File: src/rtl/sipo_pkg.sv
// ============================================================================
// Module  : sipo_pkg
// Purpose : Shared FSM state type, default width and counter sizing for the
//           serial-in parallel-out receiver.
// Revision: 1.0  initial release
// ============================================================================
`default_nettype none

package sipo_pkg;

  typedef enum logic [1:0] {
    ST_IDLE = 2'd0,
    ST_DATA = 2'd1,
    ST_PAR  = 2'd2
  } sipo_state_e;

  localparam int C_DEFAULT_WIDTH = 8;

  // Counter must hold values up to WIDTH (parity slot) with headroom.
  function automatic int cnt_width(input int width);
    return $clog2(width + 2);
  endfunction

endpackage

`default_nettype wire

File: src/rtl/sipo_shift_core.sv
// ============================================================================
// Module  : sipo_shift_core
// Purpose : Shift register and bit counter with frame-sync restart; flags the
//           edge that samples the last bit of a frame.
// Revision: 1.0  initial release
// ============================================================================
`default_nettype none

module sipo_shift_core
  import sipo_pkg::*;
#(
  parameter int WIDTH     = C_DEFAULT_WIDTH,
  parameter int FRAME_LEN = C_DEFAULT_WIDTH,
  parameter bit PARITY_EN = 1'b0,
  parameter int CW        = cnt_width(C_DEFAULT_WIDTH)
) (
  input  logic             clk,
  input  logic             rst,
  input  logic             sin,
  input  logic             shift_en,
  input  logic             frame_sync,
  output logic [WIDTH-1:0] word,
  output logic             frame_done,
  output logic [CW-1:0]    cnt
);

  logic [WIDTH-1:0] shreg_q, shreg_d, shreg_base;
  logic [CW-1:0]    cnt_q, cnt_d, cnt_base;

  always_comb begin
    // A sync discards the partial word before this edge's sample is applied.
    cnt_base   = frame_sync ? '0 : cnt_q;
    shreg_base = frame_sync ? '0 : shreg_q;
    cnt_d      = cnt_base;
    shreg_d    = shreg_base;
    frame_done = 1'b0;
    if (shift_en) begin
      shreg_d = {shreg_base[WIDTH-2:0], sin};
      if (cnt_base == CW'(FRAME_LEN - 1)) begin
        cnt_d      = '0;
        frame_done = 1'b1;
      end else begin
        cnt_d = cnt_base + CW'(1);
      end
    end
  end

  always_ff @(posedge clk or posedge rst) begin
    if (rst) begin
      shreg_q <= '0;
      cnt_q   <= '0;
    end else begin
      shreg_q <= shreg_d;
      cnt_q   <= cnt_d;
    end
  end

  // With parity the final sample is the parity bit, so the data is already held.
  generate
    if (PARITY_EN) begin : g_par_word
      assign word = shreg_q;
    end else begin : g_data_word
      assign word = shreg_d;
    end
  endgenerate

  assign cnt = cnt_q;

endmodule

`default_nettype wire

File: src/rtl/sipo_receiver.sv
// ============================================================================
// Module  : sipo_receiver
// Purpose : MSB-first serial receiver with valid/ack output handshake and
//           sticky overrun. Define SIPO_RECEIVER_PARITY_EN for even parity.
// Revision: 1.0  initial release
// ============================================================================
`default_nettype none

module sipo_receiver
  import sipo_pkg::*;
#(
  parameter int WIDTH = C_DEFAULT_WIDTH
) (
  input  logic             clk,
  input  logic             rst,
  input  logic             sin,
  input  logic             shift_en,
  input  logic             frame_sync,
  output logic [WIDTH-1:0] pout,
  output logic             pout_valid,
  input  logic             pout_ack,
  output logic             busy,
  output logic             overrun,
  output logic             parity_err
);

`ifdef SIPO_RECEIVER_PARITY_EN
  localparam bit C_PARITY_EN = 1'b1;
`else
  localparam bit C_PARITY_EN = 1'b0;
`endif
  localparam int C_FRAME_LEN = WIDTH + (C_PARITY_EN ? 1 : 0);
  localparam int C_CW        = cnt_width(WIDTH);

  logic [WIDTH-1:0] word;
  logic             frame_done;
  logic [C_CW-1:0]  cnt;

  sipo_shift_core #(
    .WIDTH     (WIDTH),
    .FRAME_LEN (C_FRAME_LEN),
    .PARITY_EN (C_PARITY_EN),
    .CW        (C_CW)
  ) u_core (
    .clk        (clk),
    .rst        (rst),
    .sin        (sin),
    .shift_en   (shift_en),
    .frame_sync (frame_sync),
    .word       (word),
    .frame_done (frame_done),
    .cnt        (cnt)
  );

  sipo_state_e state_q, state_d;

  always_comb begin
    state_d = state_q;
    if (frame_sync) begin
      state_d = shift_en ? ST_DATA : ST_IDLE;
    end else if (shift_en) begin
      case (state_q)
        ST_IDLE: state_d = ST_DATA;
        ST_DATA: if (cnt == C_CW'(WIDTH - 1)) state_d = C_PARITY_EN ? ST_PAR : ST_IDLE;
        default: state_d = ST_IDLE;
      endcase
    end
  end

  logic [WIDTH-1:0] pout_q, pout_d;
  logic             valid_q, valid_d;
  logic             overrun_q, overrun_d;
  logic             busy_q, busy_d;
  logic             take_word;

  always_comb begin
    pout_d    = pout_q;
    valid_d   = valid_q;
    overrun_d = overrun_q;
    take_word = 1'b0;
    busy_d    = (state_d != ST_IDLE);
    if (pout_ack) valid_d = 1'b0;
    // An ack on the completion edge frees the slot for the new word.
    if (frame_done) begin
      if (valid_q && !pout_ack) begin
        overrun_d = 1'b1;
      end else begin
        pout_d    = word;
        valid_d   = 1'b1;
        take_word = 1'b1;
      end
    end
  end

  always_ff @(posedge clk or posedge rst) begin
    if (rst) begin
      state_q   <= ST_IDLE;
      pout_q    <= '0;
      valid_q   <= 1'b0;
      overrun_q <= 1'b0;
      busy_q    <= 1'b0;
    end else begin
      state_q   <= state_d;
      pout_q    <= pout_d;
      valid_q   <= valid_d;
      overrun_q <= overrun_d;
      busy_q    <= busy_d;
    end
  end

`ifdef SIPO_RECEIVER_PARITY_EN
  logic perr_q, perr_d;

  always_comb begin
    perr_d = perr_q;
    if (take_word) perr_d = ^{word, sin};
  end

  always_ff @(posedge clk or posedge rst) begin
    if (rst) perr_q <= 1'b0;
    else     perr_q <= perr_d;
  end

  assign parity_err = perr_q;
`else
  logic unused_take;
  assign unused_take = take_word;
  assign parity_err  = 1'b0;
`endif

  assign pout       = pout_q;
  assign pout_valid = valid_q;
  assign overrun    = overrun_q;
  assign busy       = busy_q;

endmodule

`default_nettype wire
File: config.mk
export PLATFORM = sky130hd
export DESIGN_NAME = sipo_receiver
export DESIGN_NICKNAME = d
export VERILOG_FILES = /design/src/rtl/sipo_pkg.sv /design/src/rtl/sipo_shift_core.sv /design/src/rtl/sipo_receiver.sv
export SDC_FILE = /design/constraint.sdc
export NUM_CORES = 1
export LEC_CHECK = 0
export BUFFER_PORTS_ARGS = -buffer_cell sky130_fd_sc_hd__buf_2
export CORE_AREA = 2 2 45 47
export CTS_BUF_LIST = sky130_fd_sc_hd__clkbuf_4 sky130_fd_sc_hd__clkbuf_8
export CTS_CLUSTER_DIAMETER = 50
export CTS_CLUSTER_SIZE = 20
export DETAILED_ROUTE_END_ITERATION = 10
export DIE_AREA = 0 0 47 49
export PLACE_DENSITY_LB_ADDON = 0.12
export SLEW_MARGIN = 20
export SYNTH_ARGS = -nofsm -noshare
export SYNTH_HDL_FRONTEND = slang
export SYNTH_SLANG_ARGS = --single-unit
export TNS_END_PERCENT = 20
File: constraint.sdc
create_clock -name clk -period 3.6 [get_ports clk]
set_input_delay 0.72 -clock clk [delete_from_list [all_inputs] [get_ports clk]]
set_output_delay 0.72 -clock clk [all_outputs]
set_load 0.02 [all_outputs]
==> impl_metrics.toml, run 1 <==
[run_status]
status = "finished, final reports clean"

[finish]
final_area_um2 = 1160
layout_common_cells = "dfrtp_1, buf_2, mux2_2"
areaGrowthSynthToFinish_pct = 11.4
diodes = 0
fin_util_pct = 63.1
final_cells = 124
num-nets-final = 105
fillers = 145
layout_commonest_cell = "dfrtp_1"
drive_above_1_share_pct = 34.0

[detailed_routing]
drt_first_pass_iters = 4
routed_wl_um = 1660
drc_errors = 0
wl_per_cell_um = 13.4
ant_nets = 0
drt_iter0_drc = 6
viasPerCell = 5.11
dr_total_vias = 634

[pwr]
power.density_nw_per_um2 = 395
p_total_mw = 0.459
p_leak_nw = 0.614
irDropWorstVdd_uv = 315

[timing]
whs_ps = 465
slew_headroom_pct = 39.4
layout_min_cycle_time_ps = 2080
final_max_slew_viol_count = 0
max_freq_ghz = 0.481
setup_viol = 0
tightest_slew_ps = 908
setup_tns_ps = 0
fin_worst_skew_ps = 1.09
rsz0062_at_grt = "no"
post-route-period-util_pct = 57.8
hold_violations = 0
finalWorstSetupSlack_ps = 1520

[clock_network]
tritoncts = "done"
ctsLongestPathBuffers = 2
cts-htree-levels = 1
cts_made_buffers = 3
post_cts_buffers = 0
clk_pin_slew_worst_paths_ps = 130
numClockSinks = 25
cts_resized = 0
clock-root-buffer = "clkbuf_4"
cts_hold_buf = 0
clk_latency_ps = 320

[floorplanning]
pin_count = 18
rows = 16
die_w_um = 47
dieArea_um2 = 2300
start_util_pct = 56.7
die_h_um = 49
fp.coreArea_um2 = 1840

[global_route]
grt_pass1_vias = 648
grt_max_degree = 26
antenna_found_initial = 0
grt.total_usage_pct = 17.0
global_route.overflow_total = 0
grt_pass1_wl_um = 2800

[logic_synthesis]
synth_edf_count = 0
postSynthAreaPerCell_um2 = 12.9
netlist_instances = 81
synth_ff_type = "dfrtp_1"
ys_seq_area_share_pct = 60.0
syn-cell-area_um2 = 1040
async_reset_ff_share_pct = 100
synth_seq_cells = 25
synth-warning-count = 0
yosysUniqueCellTypes = 25
synth_nets = 88

[run]
drv_cap = 0

[setup_path]
crit_chain = "buf_2 > nor2b_1 > ha_1 > nand2_1 > nor4_4 > mux2_2"
ff2ff_setup_slack_ps = 1700
critical-path-top-delay-family = "simple AND/OR/NAND/NOR gates"
worst_path_max_delay_cell = "nor4_4"
r2r_cells = 5
crit_path_max_incr_delay_ps = 450
cp_num_buf_inv = 1
r2r-start = "u_core.cnt[0]"
cp-start-kind = "input port"
cp.arrival_ps = 2300
crit_type = "input port to register"
cp_max_fo = 15
critPathCaptureType = "register"
cp.required_ps = 3820
rr_endpoint = "pout[0]"

[hold_path]
min_from = "overrun"
hold_path.class = "register to register"
holdPathEnd = "overrun"
hold_path_depth = 1

[placement]
port_buffers = 16
dp.cells = 120
preCtsSetupSlack_ps = 1140
gp_congestion = 0.791
dp_hpwl_um = 1190
placed_cell_area_um2 = 1130
layout make-up:
cell class,count,area [um^2],area share (%)
inverter,2,7.51,0.646
multi-input combinational,50,385,33.2
timing repair buffer,16,80.1,6.89
clock buffer,4,30.0,2.58
sequential,25,626,53.8
tap,27,33.8,2.91
layer usage:
metal  vias to the layer above  part of all wire (%)  track usage [%]
li1                        311                     -                -
met1                       305                    43             21.6
met2                        13                    51             26.9
met3                         5                   2.9             2.22
met4                         0                   2.8             9.72
met5                         -                     0                0
registers in the layout, indices dropped and copies added (netlist names):
signal,count
u_core.cnt,4
pout,8
busy,1
u_core.shreg_q,8
state_q,2
pout_valid,1
overrun,1
kinds of logic (layout without fill, tap and decap cells):
kind of cell               after synthesis  after routing  synth area share [%]
other                                    1              1                 0.359
xor gates and xnor gates                 2              2                  1.68
muxes                                   16             16                  16.4
adders and majority gates                1              1                  1.20
and+or+nand+nor                         25             25                  13.9
buffers and inverters                    6             22                  3.12
AOI/OAI and AO/OA                        5              5                  3.36
DFF                                     25             25                  60.0
synthesized netlist by cell type (all sizes together), types with 2 or more instances:
cell type  number  area share [%]
dfrtp          25              60
mux2            9             9.7
nor2            8             2.9
mux2i           7             6.7
nand2           5             1.8
buf             4             2.4
nor2b           3             1.8
inv             2            0.72
nor3            2            0.96
xor2            2             1.7
worst max-delay path by stage:
| stage | startpoint | endpoint | slack (ps) | cells past startpoint |
|---|---|---|---|---|
| 2_1_floorplan | frame_sync | pout[0] | 1590 | 5 |
| 3_3_place_gp | frame_sync | pout[6] | 1220 | 6 |
| 3_5_place_dp | frame_sync | pout[5] | 1140 | 6 |
| 4_1_cts | frame_sync | pout[5] | 1490 | 6 |
| 5_1_grt | frame_sync | pout[4] | 1380 | 6 |
| 6_report | frame_sync | pout[0] | 1520 | 6 |
where the power goes:
part           internal, mW  total, mW  switching, mW
sequential            0.288      0.293        0.00477
combinational        0.0123     0.0321         0.0198
clock                0.0510      0.134         0.0830
total                 0.351      0.459          0.108
Power figures use the tool's default switching activity.
==> inputs of run 2 (changes only) <==
- ABC_AREA: default -> 1
- CORE_AREA: 2 2 45 47 -> 2 2 50 52
- DIE_AREA: 0 0 47 49 -> 0 0 52 54
- clock period: 3.6 -> 1.7 ns (I/O delays scaled with it)
==> impl_metrics.toml, run 2 <==
[run_status]
status = "finished, final reports clean"

[timing]
layout_min_cycle_time_ps = 1410
max_freq_ghz = 0.710
finalWorstSetupSlack_ps = 292
post-route-period-util_pct = 82.8
final_max_slew_viol_count = 0
whs_ps = 42.7
rsz0062_at_grt = "no"
setup_tns_ps = 0
fin_worst_skew_ps = 4.10
hold_violations = 0
setup_viol = 0

[setup_path]
crit_path_max_incr_delay_ps = 370
rr_endpoint = "pout[1]"
cp.arrival_ps = 1670
r2r-start = "u_core.cnt[1]"
critPathCaptureType = "register"
crit_type = "register to register"
startpoint = "u_core.cnt[1]"
worst_path_max_delay_cell = "dfrtp_1"
path_depth = 9
cp-start-kind = "register"
critical-path-top-delay-family = "simple AND/OR/NAND/NOR gates"
cp.required_ps = 1960
ff2ff_setup_slack_ps = 290
worstSetupEndpoint = "pout[1]"
cp_num_buf_inv = 2
r2r_cells = 9
crit_chain = "inv_1 > nor2_1 > ha_1 > nand2_4 > nor2_4 > nand3_4 > inv_4 > nand2_1 > nand2_1"
crit_top_cell = "nand2_1"
cp_max_fo = 9

[run]
drv_cap = 0

[detailed_routing]
drt_first_pass_iters = 4
drt_iter0_drc = 19
wl_per_cell_um = 10.9
drc_errors = 0
viasPerCell = 4.49
ant_nets = 0
routed_wl_um = 1870
dr_total_vias = 773

[logic_synthesis]
synth-warning-count = 0
synth_compound_area_share_pct = 4.25
synthMuxAreaShare_pct = 0
syn-cell-area_um2 = 1090
synth_adder_area_share_pct = 1.15
synth_top_family_by_area = "simple AND/OR/NAND/NOR gates"
synth_nets = 130
yosysUniqueCellTypes = 20
synth_common_cells = "nand2_1, dfrtp_1, inv_1"
synth_top_area_share_pct = 57.4
synth_ff_type = "dfrtp_1"
netlist_instances = 123
yosys.area.top_type = "dfrtp_1"
ys_seq_area_share_pct = 57.4
synth_area_leaders = "dfrtp_1, nand2_1, inv_1, nor2_1, o21ai_0"
yosysMostFrequentCell = "nand2_1"
async_reset_ff_share_pct = 100
postSynthAreaPerCell_um2 = 8.86
synthXorXnorAreaFrac_pct = 0.804
synth_simple_gate_area_share_pct = 28.0
synth_edf_count = 0
synth_seq_cells = 25

[finish]
layout_common_cells = "nand2_1, dfrtp_1, buf_2"
final_area_um2 = 1220
fin_util_pct = 52.8
drive_above_1_share_pct = 21.8
areaGrowthSynthToFinish_pct = 12.3
diodes = 0
num-nets-final = 150
final_cells = 172
layout_commonest_cell = "nand2_1"

[floorplanning]
die_h_um = 54
start_util_pct = 47.0
pin_count = 18
rows = 18
die_w_um = 52
dieArea_um2 = 2810
fp.coreArea_um2 = 2320

[clock_network]
tritoncts = "done"
clk_latency_ps = 310
post_cts_buffers = 0
clk_pin_slew_worst_paths_ps = 130
cts-htree-levels = 1
cts_resized = 0
clock-root-buffer = "clkbuf_4"
ctsLongestPathBuffers = 2
numClockSinks = 25
cts_hold_buf = 0
cts_made_buffers = 3

[placement]
port_buffers = 16
preCtsSetupSlack_ps = 108
placed_cell_area_um2 = 1200
dp_hpwl_um = 1390
dp.cells = 168
gp_congestion = 0.729

[pwr]
irDropWorstVdd_uv = 540
power.density_nw_per_um2 = 772
p_total_mw = 0.944
p_leak_nw = 0.690

[global_route]
grt_pass1_vias = 724
grt_max_degree = 26
grt_pass1_wl_um = 3090
antenna_found_initial = 0
grt.total_usage_pct = 15.4
global_route.overflow_total = 0

[hold_path]
hold_path.class = "input port to asynchronous set/reset pin"
run 2: power by group:
group          internal [mW]  switching [mW]  leakage, nW  total [mW]
clock network         0.0880           0.171       0.0177       0.259
logic                 0.0200          0.0501        0.335      0.0701
registers              0.608         0.00710        0.337       0.615
run 2: per-layer routing:
| metal | GRT usage [%] | part of all wire, % | up-vias |
|---|---|---|---|
| met5 | 0 | 0 | - |
| met4 | 7.89 | 0.80 | 0 |
| met3 | 2.50 | 2.8 | 2 |
| met2 | 24.3 | 46 | 9 |
| met1 | 20.5 | 50 | 359 |
| li1 | - | - | 403 |
run 2: worst reg2reg max path, delay by kind of cell (launching register included):
kind / cells / cell delay (ps)
simple gates: 6 / 600
flops: 1 / 370
fa+ha+maj: 1 / 220
buf+inv: 2 / 170
run 2: cell families after synthesis:
group | Yosys count
AO/OA/AOI/OAI | 8
AND/OR/NAND/NOR | 68
XOR/XNOR | 1
other | 1
buffers and inverters | 19
adder cells (fa/ha/maj) | 1
flip-flops | 25
run 2: cell type report:
class | count | area (um^2)
fillers | 229 | 1100
flip-flops and latches | 25 | 626
multi-input cells | 79 | 377
repair buffers | 17 | 87.6
inverters | 17 | 68.8
well taps | 30 | 37.5
clock buffers | 3 | 22.5
clock inverters | 1 | 5.00
run 2: how the worst min path moves through the flow:
stage	startpoint	to	cells past startpoint
3_3_place_gp	rst	pout[3]	3
2_1_floorplan	rst	busy	1
3_5_place_dp	rst	u_core.shreg_q[4]	3
4_1_cts	rst	u_core.shreg_q[4]	3
6_report	rst	u_core.shreg_q[4]	3
5_1_grt	rst	u_core.shreg_q[4]	3
